## config.mk

```make
export PLATFORM = sky130hd
export DESIGN_NAME = fetch_redirect_ctrl
export DESIGN_NICKNAME = d
export VERILOG_FILES = /design/src/rtl/isa_pkg.sv /design/src/rtl/instr_field_decode.sv /design/src/rtl/fetch_redirect_ctrl.sv
export SDC_FILE = /design/constraint.sdc
export NUM_CORES = 1
export LEC_CHECK = 0
export CAP_MARGIN = 25
export CORE_AREA = 2 2 107 213
export DETAILED_ROUTE_END_ITERATION = 16
export DIE_AREA = 0 0 109 215
export MAX_ROUTING_LAYER = met4
export PLACE_DENSITY = 0.89
export SLEW_MARGIN = 20
export SYNTH_ARGS = -nofsm -noshare
export SYNTH_HDL_FRONTEND = slang
export SYNTH_SLANG_ARGS = --single-unit
```

## constraint.sdc

```tcl
create_clock -name clk -period 5.15 [get_ports clk]
set_input_delay 0.7725 -clock clk [delete_from_list [all_inputs] [get_ports clk]]
set_output_delay 0.7725 -clock clk [all_outputs]
set_load 0.05 [all_outputs]
```

## src/rtl/isa_pkg.sv

```systemverilog
// Shared ISA definitions: opcodes, instruction field positions, next-PC select and
// controller state encodings. Also used by the hazard unit.
package isa_pkg;

  localparam logic [4:0] OP_NOP   = 5'h00;
  localparam logic [4:0] OP_ADD_R = 5'h01;
  localparam logic [4:0] OP_ADDI  = 5'h02;
  localparam logic [4:0] OP_JMP   = 5'h10;
  localparam logic [4:0] OP_JR    = 5'h11;
  localparam logic [4:0] OP_BEQ   = 5'h12;
  localparam logic [4:0] OP_BNE   = 5'h13;

  localparam int OP_MSB    = 31;
  localparam int OP_LSB    = 27;
  localparam int R_ALU_MSB = 26;
  localparam int R_ALU_LSB = 24;
  localparam int R_RD_MSB  = 23;
  localparam int R_RD_LSB  = 19;
  localparam int R_RS1_MSB = 18;
  localparam int R_RS1_LSB = 14;
  localparam int R_RS2_MSB = 13;
  localparam int R_RS2_LSB = 9;
  localparam int I_RD_MSB  = 26;
  localparam int I_RD_LSB  = 22;
  localparam int I_RS1_MSB = 21;
  localparam int I_RS1_LSB = 17;
  localparam int I_IMM_MSB = 15;
  localparam int I_IMM_LSB = 0;
  localparam int J_ADR_MSB = 26;
  localparam int J_ADR_LSB = 0;

  typedef enum logic [1:0] {
    SEL_PC4  = 2'b00,
    SEL_ADDR = 2'b01,
    SEL_RS   = 2'b10,
    SEL_BR   = 2'b11
  } next_sel_t;

  typedef enum logic [1:0] {
    BOOT  = 2'b00,
    RUN   = 2'b01,
    FLUSH = 2'b10
  } fsm_state_t;

  function automatic logic op_is_legal(input logic [4:0] op);
    return (op == OP_NOP) || (op == OP_ADD_R) || (op == OP_ADDI) || (op == OP_JMP) ||
           (op == OP_JR) || (op == OP_BEQ) || (op == OP_BNE);
  endfunction

endpackage

```

## src/rtl/instr_field_decode.sv

```systemverilog
// Combinational instruction field split, immediate sign extension and format
// classification. Kept free of state so the hazard unit can reuse it.
module instr_field_decode
  import isa_pkg::*;
(
  input  logic [31:0] instr,
  output logic [4:0]  op,
  output logic [2:0]  alu,
  output logic [4:0]  rd,
  output logic [4:0]  rs1_addr,
  output logic [4:0]  rs2_addr,
  output logic [31:0] imm_sext,
  output logic [31:0] jaddr,
  output logic        is_rtype,
  output logic        is_branch,
  output logic        writes_rd,
  output logic        is_legal
);

  assign op        = instr[OP_MSB:OP_LSB];
  assign alu       = instr[R_ALU_MSB:R_ALU_LSB];
  assign is_rtype  = (op == OP_ADD_R);
  assign is_branch = (op == OP_BEQ) || (op == OP_BNE);
  assign writes_rd = (op == OP_ADD_R) || (op == OP_ADDI);
  assign is_legal  = op_is_legal(op);

  assign rd       = is_rtype ? instr[R_RD_MSB:R_RD_LSB] : instr[I_RD_MSB:I_RD_LSB];
  assign rs1_addr = is_rtype ? instr[R_RS1_MSB:R_RS1_LSB] : instr[I_RS1_MSB:I_RS1_LSB];
  // Branches compare rs1 against the register named in the rd slot.
  assign rs2_addr = is_branch ? instr[I_RD_MSB:I_RD_LSB] : instr[R_RS2_MSB:R_RS2_LSB];

  assign imm_sext = {{16{instr[I_IMM_MSB]}}, instr[I_IMM_MSB:I_IMM_LSB]};
  assign jaddr    = {5'b0, instr[J_ADR_MSB:J_ADR_LSB]};

endmodule

```

## src/rtl/fetch_redirect_ctrl.sv

```systemverilog
// Fetch consumer: decodes the fetched word, steers the next-PC mux, squashes the
// wrong-path word after a redirect and registers decoded fields for execute.
//
// state | meaning
// BOOT  | fetch register holds a bubble after reset; nothing issued
// RUN   | decode and issue the word at cur_pc; redirect if jump/taken branch
// FLUSH | word in fetch register is wrong-path; squash it, cur_pc holds
module fetch_redirect_ctrl
  import isa_pkg::*;
#(
  parameter logic [31:0] RESET_PC = 32'h0000_0000,
  parameter int          W        = 32
) (
  input  logic         clk,
  input  logic         rst,
  input  logic [W-1:0] Instruction,
  input  logic [W-1:0] rs1_data,
  input  logic [W-1:0] rs2_data,
  output logic [4:0]   rs1_addr,
  output logic [4:0]   rs2_addr,
  output logic [1:0]   NextInstrSel,
  output logic [W-1:0] address,
  output logic [W-1:0] Rs,
  output logic [W-1:0] Branch,
  output logic         ex_valid,
  output logic [4:0]   ex_opcode,
  output logic [2:0]   ex_aluop,
  output logic [4:0]   ex_rd,
  output logic [W-1:0] ex_a,
  output logic [W-1:0] ex_b,
  output logic [W-1:0] ex_imm,
  output logic [W-1:0] ex_pc,
  output logic         ex_illegal
);

  fsm_state_t  state;
  logic [31:0] cur_pc;
  logic [31:0] next_pc;
  next_sel_t   sel;

  logic [4:0]  d_op;
  logic [2:0]  d_alu;
  logic [4:0]  d_rd;
  logic [31:0] d_imm;
  logic [31:0] d_jaddr;
  logic        d_rtype, d_branch, d_writes, d_legal;

  instr_field_decode u_dec (
    .instr     (Instruction),
    .op        (d_op),
    .alu       (d_alu),
    .rd        (d_rd),
    .rs1_addr  (rs1_addr),
    .rs2_addr  (rs2_addr),
    .imm_sext  (d_imm),
    .jaddr     (d_jaddr),
    .is_rtype  (d_rtype),
    .is_branch (d_branch),
    .writes_rd (d_writes),
    .is_legal  (d_legal)
  );

  assign address = d_jaddr;
  assign Rs      = rs1_data;
  assign Branch  = cur_pc + 32'd4 + {d_imm[29:0], 2'b00};

  always_comb begin
    sel = SEL_PC4;
    if (state == RUN) begin
      case (d_op)
        OP_JMP:  sel = SEL_ADDR;
        OP_JR:   sel = SEL_RS;
        OP_BEQ:  sel = (rs1_data == rs2_data) ? SEL_BR : SEL_PC4;
        OP_BNE:  sel = (rs1_data != rs2_data) ? SEL_BR : SEL_PC4;
        default: sel = SEL_PC4;
      endcase
    end
  end

  always_comb begin
    case (sel)
      SEL_ADDR: next_pc = address;
      SEL_RS:   next_pc = Rs;
      SEL_BR:   next_pc = Branch;
      default:  next_pc = cur_pc + 32'd4;
    endcase
  end

  assign NextInstrSel = sel;

  always_ff @(posedge clk or negedge rst) begin
    if (!rst) begin
      state      <= BOOT;
      cur_pc     <= RESET_PC;
      ex_valid   <= 1'b0;
      ex_opcode  <= '0;
      ex_aluop   <= '0;
      ex_rd      <= '0;
      ex_a       <= '0;
      ex_b       <= '0;
      ex_imm     <= '0;
      ex_pc      <= '0;
      ex_illegal <= 1'b0;
    end else begin
      case (state)
        BOOT: begin
          state      <= RUN;
          cur_pc     <= RESET_PC;
          ex_valid   <= 1'b0;
          ex_illegal <= 1'b0;
        end
        RUN: begin
          // Undefined opcodes travel down the pipe as a NOP with the illegal flag.
          ex_valid   <= 1'b1;
          ex_illegal <= ~d_legal;
          ex_opcode  <= d_legal ? d_op : OP_NOP;
          ex_aluop   <= d_rtype ? d_alu : 3'b000;
          ex_rd      <= d_writes ? d_rd : 5'd0;
          ex_a       <= rs1_data;
          ex_b       <= d_rtype ? rs2_data : d_imm;
          ex_imm     <= d_imm;
          ex_pc      <= cur_pc;
          cur_pc     <= next_pc;
          state      <= (sel != SEL_PC4) ? FLUSH : RUN;
        end
        FLUSH: begin
          ex_valid   <= 1'b0;
          ex_illegal <= 1'b0;
          state      <= RUN;
        end
        default: begin
          state      <= BOOT;
          ex_valid   <= 1'b0;
          ex_illegal <= 1'b0;
        end
      endcase
    end
  end

endmodule

```

; ---- Word-level counts from Yosys, hierarchy flattened
; Index checks and enable logic that the tools add are counted.
; Widths: inputs -> output; s select.
[op_classes]
add_sub_neg = 2
n_eq_ne = 13
muxes = 17
bitwise_logic = 1
reduce_logical = 13
[ops]
columns = op, n
row1 = $pmux 32 s3, 1
row2 = $pmux 32 s2, 1
row3 = $add 32x3->32 const B, 1
row4 = $add 32x32->32, 1
row5 = $eq 32x32->1, 1
row6 = $mux 32, 1
row7 = $ne 32x32->1, 1
row8 = $mux 5, 5
row9 = $eq 5x5->1 const B, 4
row10 = $logic_or 1x1->1, 8
row11 = $mux 2, 4
row12 = $pmux 2 s4, 1
row13 = $eq 2x2->1 const B, 3
row14 = $eq 5x1->1 const B, 1
row15 = $eq 5x2->1 const B, 1
row16 = $logic_not 5->1, 1
row17 = $eq 2x1->1 const B, 2
row18 = $pmux 2 s2, 1
row19 = $reduce_bool 2->1, 2
row20 = $mux 3, 1
row21 = $logic_not 2->1, 1
row22 = $mux 1, 2
row23 = $reduce_or 2->1, 1
row24 = $not 1->1, 1
[word_totals]
register_bits = 161
input_bits = 98
out_inout_bits = 251
wordCells = 57

; ---- Depth between registers and ports, before layout
; Gate-level depths: netlist (run 1).
[logic_depth]
word_depth = 9
ltp_mapped = 16
mapped_depth_nobuf = 15

; ---- Cells and area by module
; Synthesis (run 1) repeated with hierarchy kept, for this count alone.
[unflattened]
hier_cells = 1275
area_unflattened_um2 = 11025.6
[by_module_without_submodules]
columns = mod, instances, cells_each, area_per_inst_um2, seq_area_each_um2
row1 = fetch_redirect_ctrl, 1, 1178, 10234.8, 4429.2
row2 = instr_field_decode, 1, 97, 790.8, 0.0

; ---- Worst setup path after synthesis (run 1)
; Ideal clock, no wire load.
[synth_timing]
kind = register to output
from = register cur_pc[7]
to = output port Branch[30]
arrival_ps = 3985
t_required_ps = 4378
setup_slack_ps = 393
stages_incl_launch_ff = 16
n_path_buf = 2
cell_sequence = dfrtp_1 clkbuf_2 nand4_1 or3_1 nor4_2 nand3_1 xnor2_1 ha_1 clkbuf_1 a21o_1 a21o_1 a2111oi_0 o21bai_1 a21oi_1 o21ai_0 xor2_1
[synth_between]
elab_chain_len = 2
[synth_lines]
columns = element, line
row1 = start: declaration, fetch_redirect_ctrl.sv:37  ; logic [31:0] cur_pc;
row2 = start signal: assignment, fetch_redirect_ctrl.sv:123  ; cur_pc <= next_pc;
row3 = $add 32x3->32, fetch_redirect_ctrl.sv:65  ; assign Branch = cur_pc + 32'd4 + {d_imm[29:0], 2'b00};
row4 = $add 32x32->32, fetch_redirect_ctrl.sv:65
row5 = end: declaration, fetch_redirect_ctrl.sv:24  ; output logic [W-1:0] Branch,
; No other way between the ends.

; ---- Final worst setup path (run 1)
[layout_timing]
from = register cur_pc[7]
to = output port Branch[31]
; Same word-level chain as after synthesis.

==> results of run 1 <==
[final cells by class]
cell class	instances	area share, %
Clock buffer	22	3.33
Antenna cell	7	0.123
Tap cell	276	2.43
Clock inverter	10	0.730
Timing Repair Buffer	384	27.0
Sequential cell	161	28.3
Inverter	37	0.976
Multi-Input combinational cell	814	37.1
[logic make-up (layout without fill, tap and decap cells)]
group	after synthesis	count (layout)	share of synthesized area (%)
AO/OA/AOI/OAI	260	260	18.2
XOR/XNOR	89	89	7.75
adder cells (fa/ha/maj)	31	31	3.89
buffers and inverters	177	453	9.90
flip-flops	161	161	39.7
multiplexers	31	31	3.18
other	1	12	0.0369
AND/OR/NAND/NOR	398	398	17.3
[metrics by stage]
stage	TNS (ns)	instance area (um2)	setup slack [ns]	std cells
2_1_floorplan	0	10200	0.393	1152
3_3_place_gp	0	13500	0.312	1666
3_5_place_dp	0	13500	0.302	1667
4_1_cts	0	14100	0.000159	1700
5_1_grt	-0.280	14200	-0.131	1708
6_report	0	14200	0.0865	1711
[power breakdown]
group | switching, uW | internal [uW]
logic | 2560 | 1280
clock network | 565 | 708
registers | 192 | 1490
[synthesized netlist by cell type, drive strengths merged, types with 10 or more instances]
| master | count | area share [%] |
|---|---|---|
| dfrtp | 161 | 40 |
| a221o | 20 | 2.0 |
| and3 | 10 | 0.62 |
| mux2i | 21 | 2.1 |
| nand2 | 279 | 10 |
| mux2 | 10 | 1.1 |
| xnor2 | 41 | 3.6 |
| inv | 37 | 1.4 |
| nand4 | 11 | 0.68 |
| nor2 | 19 | 0.78 |
| clkbuf | 46 | 1.7 |
| a21oi | 70 | 4.0 |
| buf | 94 | 6.8 |
| nand3 | 22 | 1.1 |
| ha | 30 | 3.7 |
| nor3 | 11 | 0.64 |
| a21o | 13 | 0.96 |
| xor2 | 48 | 4.1 |
| o21ai | 80 | 4.1 |
| nor4 | 14 | 1.1 |
| a221oi | 25 | 2.8 |
[per-layer routing]
layer	share of wire [%]	GRT usage (%)	vias up
li1	-	-	4438
met1	39	45.6	4802
met2	47	53.5	597
met3	9.7	7.73	82
met4	4.8	15.3	0
met5	0	-	-
[what timing repair did]
action / 4_1_cts / 5_1_grt
buffers inserted: 1 / 4
pin swaps: 1 / 3
gates resized for setup: 11 / 15
hold endpoints to repair: 0 / 0
setup endpoints to repair: 8 / 17
[worst max path at each step]
stage | endpoint | slack (ns) | depth (start not counted)
floorplan | Branch[30] | 0.39 | 15
global placement | Branch[31] | 0.31 | 15
detailed placement | Branch[30] | 0.30 | 14
CTS | Branch[31] | 0.0002 | 16
global route | Branch[31] | -0.13 | 16
finish | Branch[31] | 0.09 | 16
[sequential cells by signal, summed over array words and instances (netlist names)]
signal      cells
cur_pc         32
state           2
ex_opcode       5
ex_pc          32
ex_aluop        3
ex_rd           5
ex_valid        1
ex_imm         16
ex_b           32
ex_illegal      1
ex_a           32
==> metrics, run 1 <==
nets=1544; Die ar.=23400 um2; fillers=1682; clk slew on worst S/H paths=0.06 ns; DR pass1 iterations=5; CORE AREA=21900 um2; # hold bufs at CTS=0; FF+latch count, synth=161; clk_lat worst skew=0.45 ns; Slew HR=46.0%; Syn Inst Count=1148; total power=6800 uW; clk buf depth=2; TritonCTS clock tree=yes; final WL=40.1 mm; cell depth of the worst flop-to-flop path=15; RSZ-0062 raised after global routing=yes; CP Launch Type=flop; first-pass GRT wire length=59.8 mm; Critical Path Slowest Stage Cell=dfrtp_2; FFs w/ async S/R, synth=100%; Tot GR Track Use=35.5%; min-delay worst type=input port to asynchronous set/reset pin; initial antenna violation count=4; Final Util=65.0%; Final Cycle Share=98.3%; WHS=0.378 ns; Reg-to-Reg End=cur_pc[29]; number of port buffers=343; CP Buf/Inv Count=2; most frequent cells in the layout=324 x clkdlybuf4s50_1, 279 x nand2_1, 159 x dfrtp_1, 76 x o21ai_0, 55 x a21oi_1; DRC=0; VDD IR max=0.320 mV; HPWL Detailed=31.1 mm; ratio of cells with drive above 1 in the final layout=11.2%; status=complete, no violations; Min Clock Period, post-route=5.06 ns; delay-heaviest family, CP=simple AND/OR/NAND/NOR gates; register area=4030 um2; Routed Antenna Nets=0; Initial Util=46.4%; Netlist cell types=72; clk_skew=0.0102 ns; Pins Over Slew Limit=0; Worst EP required=4.38 ns; Setup-failing EPs final=0; synth warn=0; most used cell, CP=a21oi_1; Critical path origin=cur_pc[7]; via count=9919; critical path arrival=4.29 ns; Reg-to-Reg Start=cur_pc[7]; final hold viol count=0; CTS Buf Count=17; Sink Count=161; number of H-tree levels=4; Worst-Margin Slew=0.810 ns; Die W=109 um; num rows=77; commonest register cell after synthesis=dfrtp_1; crit path cell chain=nand4_1 -> buf_4 -> nor4_4 -> and2_1 -> nand2_1 -> xnor2_1 -> ha_1 -> a21oi_1 -> o21ai_0 -> or3_1 -> a21o_1 -> a22oi_1 -> a21oi_1 -> a21oi_1 -> xor2_1 -> buf_12; vias in the first global route=9887; routed vias/inst=5.80; Syn Area/Cell=8.84 um2; most common cell after layout, fill and taps aside=clkdlybuf4s50_1; largest net degree at the start of global routing=122; 1st-iter DRT viols=700; post-synthesis sequential area ratio=39.7%; max_cap viols=0; RD Place Congestion=1.04; R2R Setup Slk=1.24 ns; synthesized cell area=10200 um2; die height=215 um; maximum fanout along the worst path=7; global route overflow=0; pwr dens=478 nW/um2; Fmax=0.197 GHz; routed len/inst=23.4 um; CP Capture Type=primary output; EDFF count, synth=0; Critical Path Max Stage Delay=0.43 ns; footprint of the multi-input gates=5280 um2; Layout area overhead=40.1%; clock root buffer master=clkbuf_16; CP Class=flop to primary output; Leak Pwr=0.00616 uW; I/O pin total=349
(Power assumes the default switching activity.)
==> run 2, diff against run 1 <==
Settings changed: CELL_PAD_IN_SITES_DETAIL_PLACEMENT set to 1, CELL_PAD_IN_SITES_GLOBAL_PLACEMENT set to 2, CORE_AREA 2 2 107 213 to 2 2 227 173, DIE_AREA 0 0 109 215 to 0 0 229 175, PLACE_DENSITY 0.89 to unset, PLACE_DENSITY_LB_ADDON set to 0.1.
==> run 2 against run 1 <==
Sequential power is essentially flat. Highest routed layer unchanged. Clock skew shrank 0.0043 ns. Worst setup slack gained 0.081 ns. First-iteration DRC count shrank 26%. Via count shrank 4.2%. Non-clock buffer count shrank 6. Sequential cell count is the same. Total power grew 1.3%. Global-route usage shrank 11 points. Largest cell class unchanged. Clock power shrank 5%. Design area grew 2.0%.
==> metrics, run 2 (synthesis results as in run 1) <==
crit path cell chain=nand4_1 -> or3_4 -> nor2_2 -> nand3_1 -> xnor2_2 -> ha_2 -> and3_1 -> and4_1 -> inv_1 -> a31oi_1 -> or2_4 -> a31oi_4 -> xnor2_1 -> buf_12; number of H-tree levels=4 (unchanged); first-pass GRT wire length=69.4 mm (+16%); Initial Util=26.8% (-20 points); die height=175 um (-19%); Critical Path Max Stage Delay=0.46 ns (+0.03 ns); min-delay worst type=input port to asynchronous set/reset pin; total power=6890 uW (+1.3%); most frequent cells in the layout=319 x clkdlybuf4s50_1, 279 x nand2_1, 157 x dfrtp_1, 73 x o21ai_0, 54 x a21oi_1; CP Capture Type=primary output; Worst EP required=4.38 ns (about the same); max_cap viols=0 (unchanged); Placed Instance Area=13800 um2 (+2.2%); I/O pin total=349 (unchanged); DRC=0 (unchanged); routed len/inst=24.4 um (+4.1%); maximum fanout along the worst path=7 (unchanged); delay-heaviest family, CP=simple AND/OR/NAND/NOR gates; initial antenna violation count=2 (-2); Final Cycle Share=96.7% (-1.6 points); largest net degree at the start of global routing=186 (+52%); Fmax=0.201 GHz (+1.6%); Sink Count=161 (unchanged); Final Instance Area=14500 um2 (+2.0%); Pins Over Slew Limit=0 (unchanged); Slew HR=43.2% (-2.8 points); CP Launch Type=flop; CTS Buf Count=17 (unchanged); CP Buf/Inv Count=2 (unchanged); pwr dens=475 nW/um2 (-0.64%); Min Clock Period, post-route=4.98 ns (-0.0811 ns); global route overflow=0 (unchanged); Tot GR Track Use=24.3% (-11 points); clock root buffer master=clkbuf_16; clk buf depth=2 (unchanged); clk_lat worst skew=0.45 ns (about the same); routed vias/inst=4.91 (-15%); critical path arrival=4.21 ns (-0.08 ns); most common cell after layout, fill and taps aside=clkdlybuf4s50_1; 1st-iter DRT viols=521 (-26%); Layout area overhead=42.9%; num rows=62 (-19%); fillers=4457 (+160%); TNS Setup=0 ns (unchanged); TritonCTS clock tree=yes; CP Class=flop to primary output; vias in the first global route=10.1k (+1.9%); DR pass1 iterations=5 (unchanged); status=complete, no violations; final WL=47.2 mm (+18%); Worst-Margin Slew=0.852 ns (+0.0421 ns); Routed Antenna Nets=0 (unchanged); VDD IR max=0.258 mV (-20%); clk_skew=0.00589 ns (-0.00427 ns); number of port buffers=343 (unchanged); Critical Path Slowest Stage Cell=or3_4; clk slew on worst S/H paths=0.07 ns (about the same); Die ar.=40100 um2 (+71%); ratio of cells with drive above 1 in the final layout=12.2% (+0.96 points); Leak Pwr=0.00614 uW (-0.36%); HPWL Detailed=36.2 mm (+17%); final hold viol count=0 (unchanged); Die W=229 um (+110%); WHS=0.255 ns (-0.123 ns); via count=9502 (-4.2%); Setup-failing EPs final=0 (unchanged); nets=1538 (-0.39%); RD Place Congestion=0.867 (-16%); CORE AREA=37900 um2 (+73%)
==> run 2: cell types whose count changed in the layout (fill, tap and decap cells not counted), sizes merged <==
cell / change
buf: +3
bufinv: -1
clkbuf: -2
clkdlybuf4s50: -5
clkinv: -1
clkinvlp: +2
diode: -5
dlygate4sd2: -3
dlymetal6s2s: -1
inv: +2
==> run 2: worst register-to-register path, delay by kind of cell (launching register included) <==
kind,cells,cell delay [ns]
AND/OR/NAND/NOR,5,1.25
AO/OA/AOI/OAI,6,1.22
XOR/XNOR,2,0.46
flip-flops,1,0.44
adder cells (fa/ha/maj),1,0.37
==> run 2: worst paths after layout <==
path                            from          to  slack (ns)  depth (start not counted)
max                        cur_pc[7]  Branch[22]        0.17                         14
min                              rst   ex_imm[2]        0.25                          1
max reg2reg                cur_pc[7]  cur_pc[22]        1.30                         14
min reg2reg                ex_pc[29]   ex_pc[29]        0.47                          2
max in group asynchronous        rst    state[1]        3.73                          2
min in group clk           ex_pc[29]   ex_pc[29]        0.47                          2
==> run 2: layer usage <==
metal / wire, um / track usage [%] / share of wire (%)
met5: 0 / - / 0
met4: 431 / 3.71 / 0.91
met3: 2360 / 5.04 / 5.0
met2: 22200 / 38.3 / 47
met1: 22200 / 32.8 / 47
==> run 2: final cells by class <==
class / instances / area, um2 / area share, %
multi-input combinational: 814 / 5320 / 36.7
sequential: 161 / 4030 / 27.8
timing repair buffer: 378 / 3840 / 26.5
tap: 512 / 641 / 4.42
clock buffer: 20 / 437 / 3.01
inverter: 37 / 139 / 0.957
clock inverter: 12 / 86.3 / 0.595
antenna: 2 / 5.00 / 0.0345
==> run 2: through the flow <==
step                      util, %  std cells  setup slack [ns]
after floorplan                 -       1152             0.393
after global placement       36.4       1897             0.290
after detailed placement     36.4       1897             0.201
after CTS                    38.0       1931            0.0436
after global routing         38.3       1936           -0.0147
final                        38.3       1936             0.168
==> run 2: what timing repair did <==
| action | in CTS | in global routing |
|---|---|---|
| endpoints found under the setup margin | 7 | 11 |
| cloned | 0 | 0 |
| hold buffers | 0 | 0 |
| setup buffers | 2 | 3 |
| pin swaps | 2 | 8 |
| gates resized for setup | 14 | 24 |
==> run 2: power breakdown <==
part / internal [uW] / leakage [uW] / switching [uW]
sequential: 1490 / 0.00200 / 191
clock: 618 / 0.000239 / 592
combinational: 1340 / 0.00390 / 2660
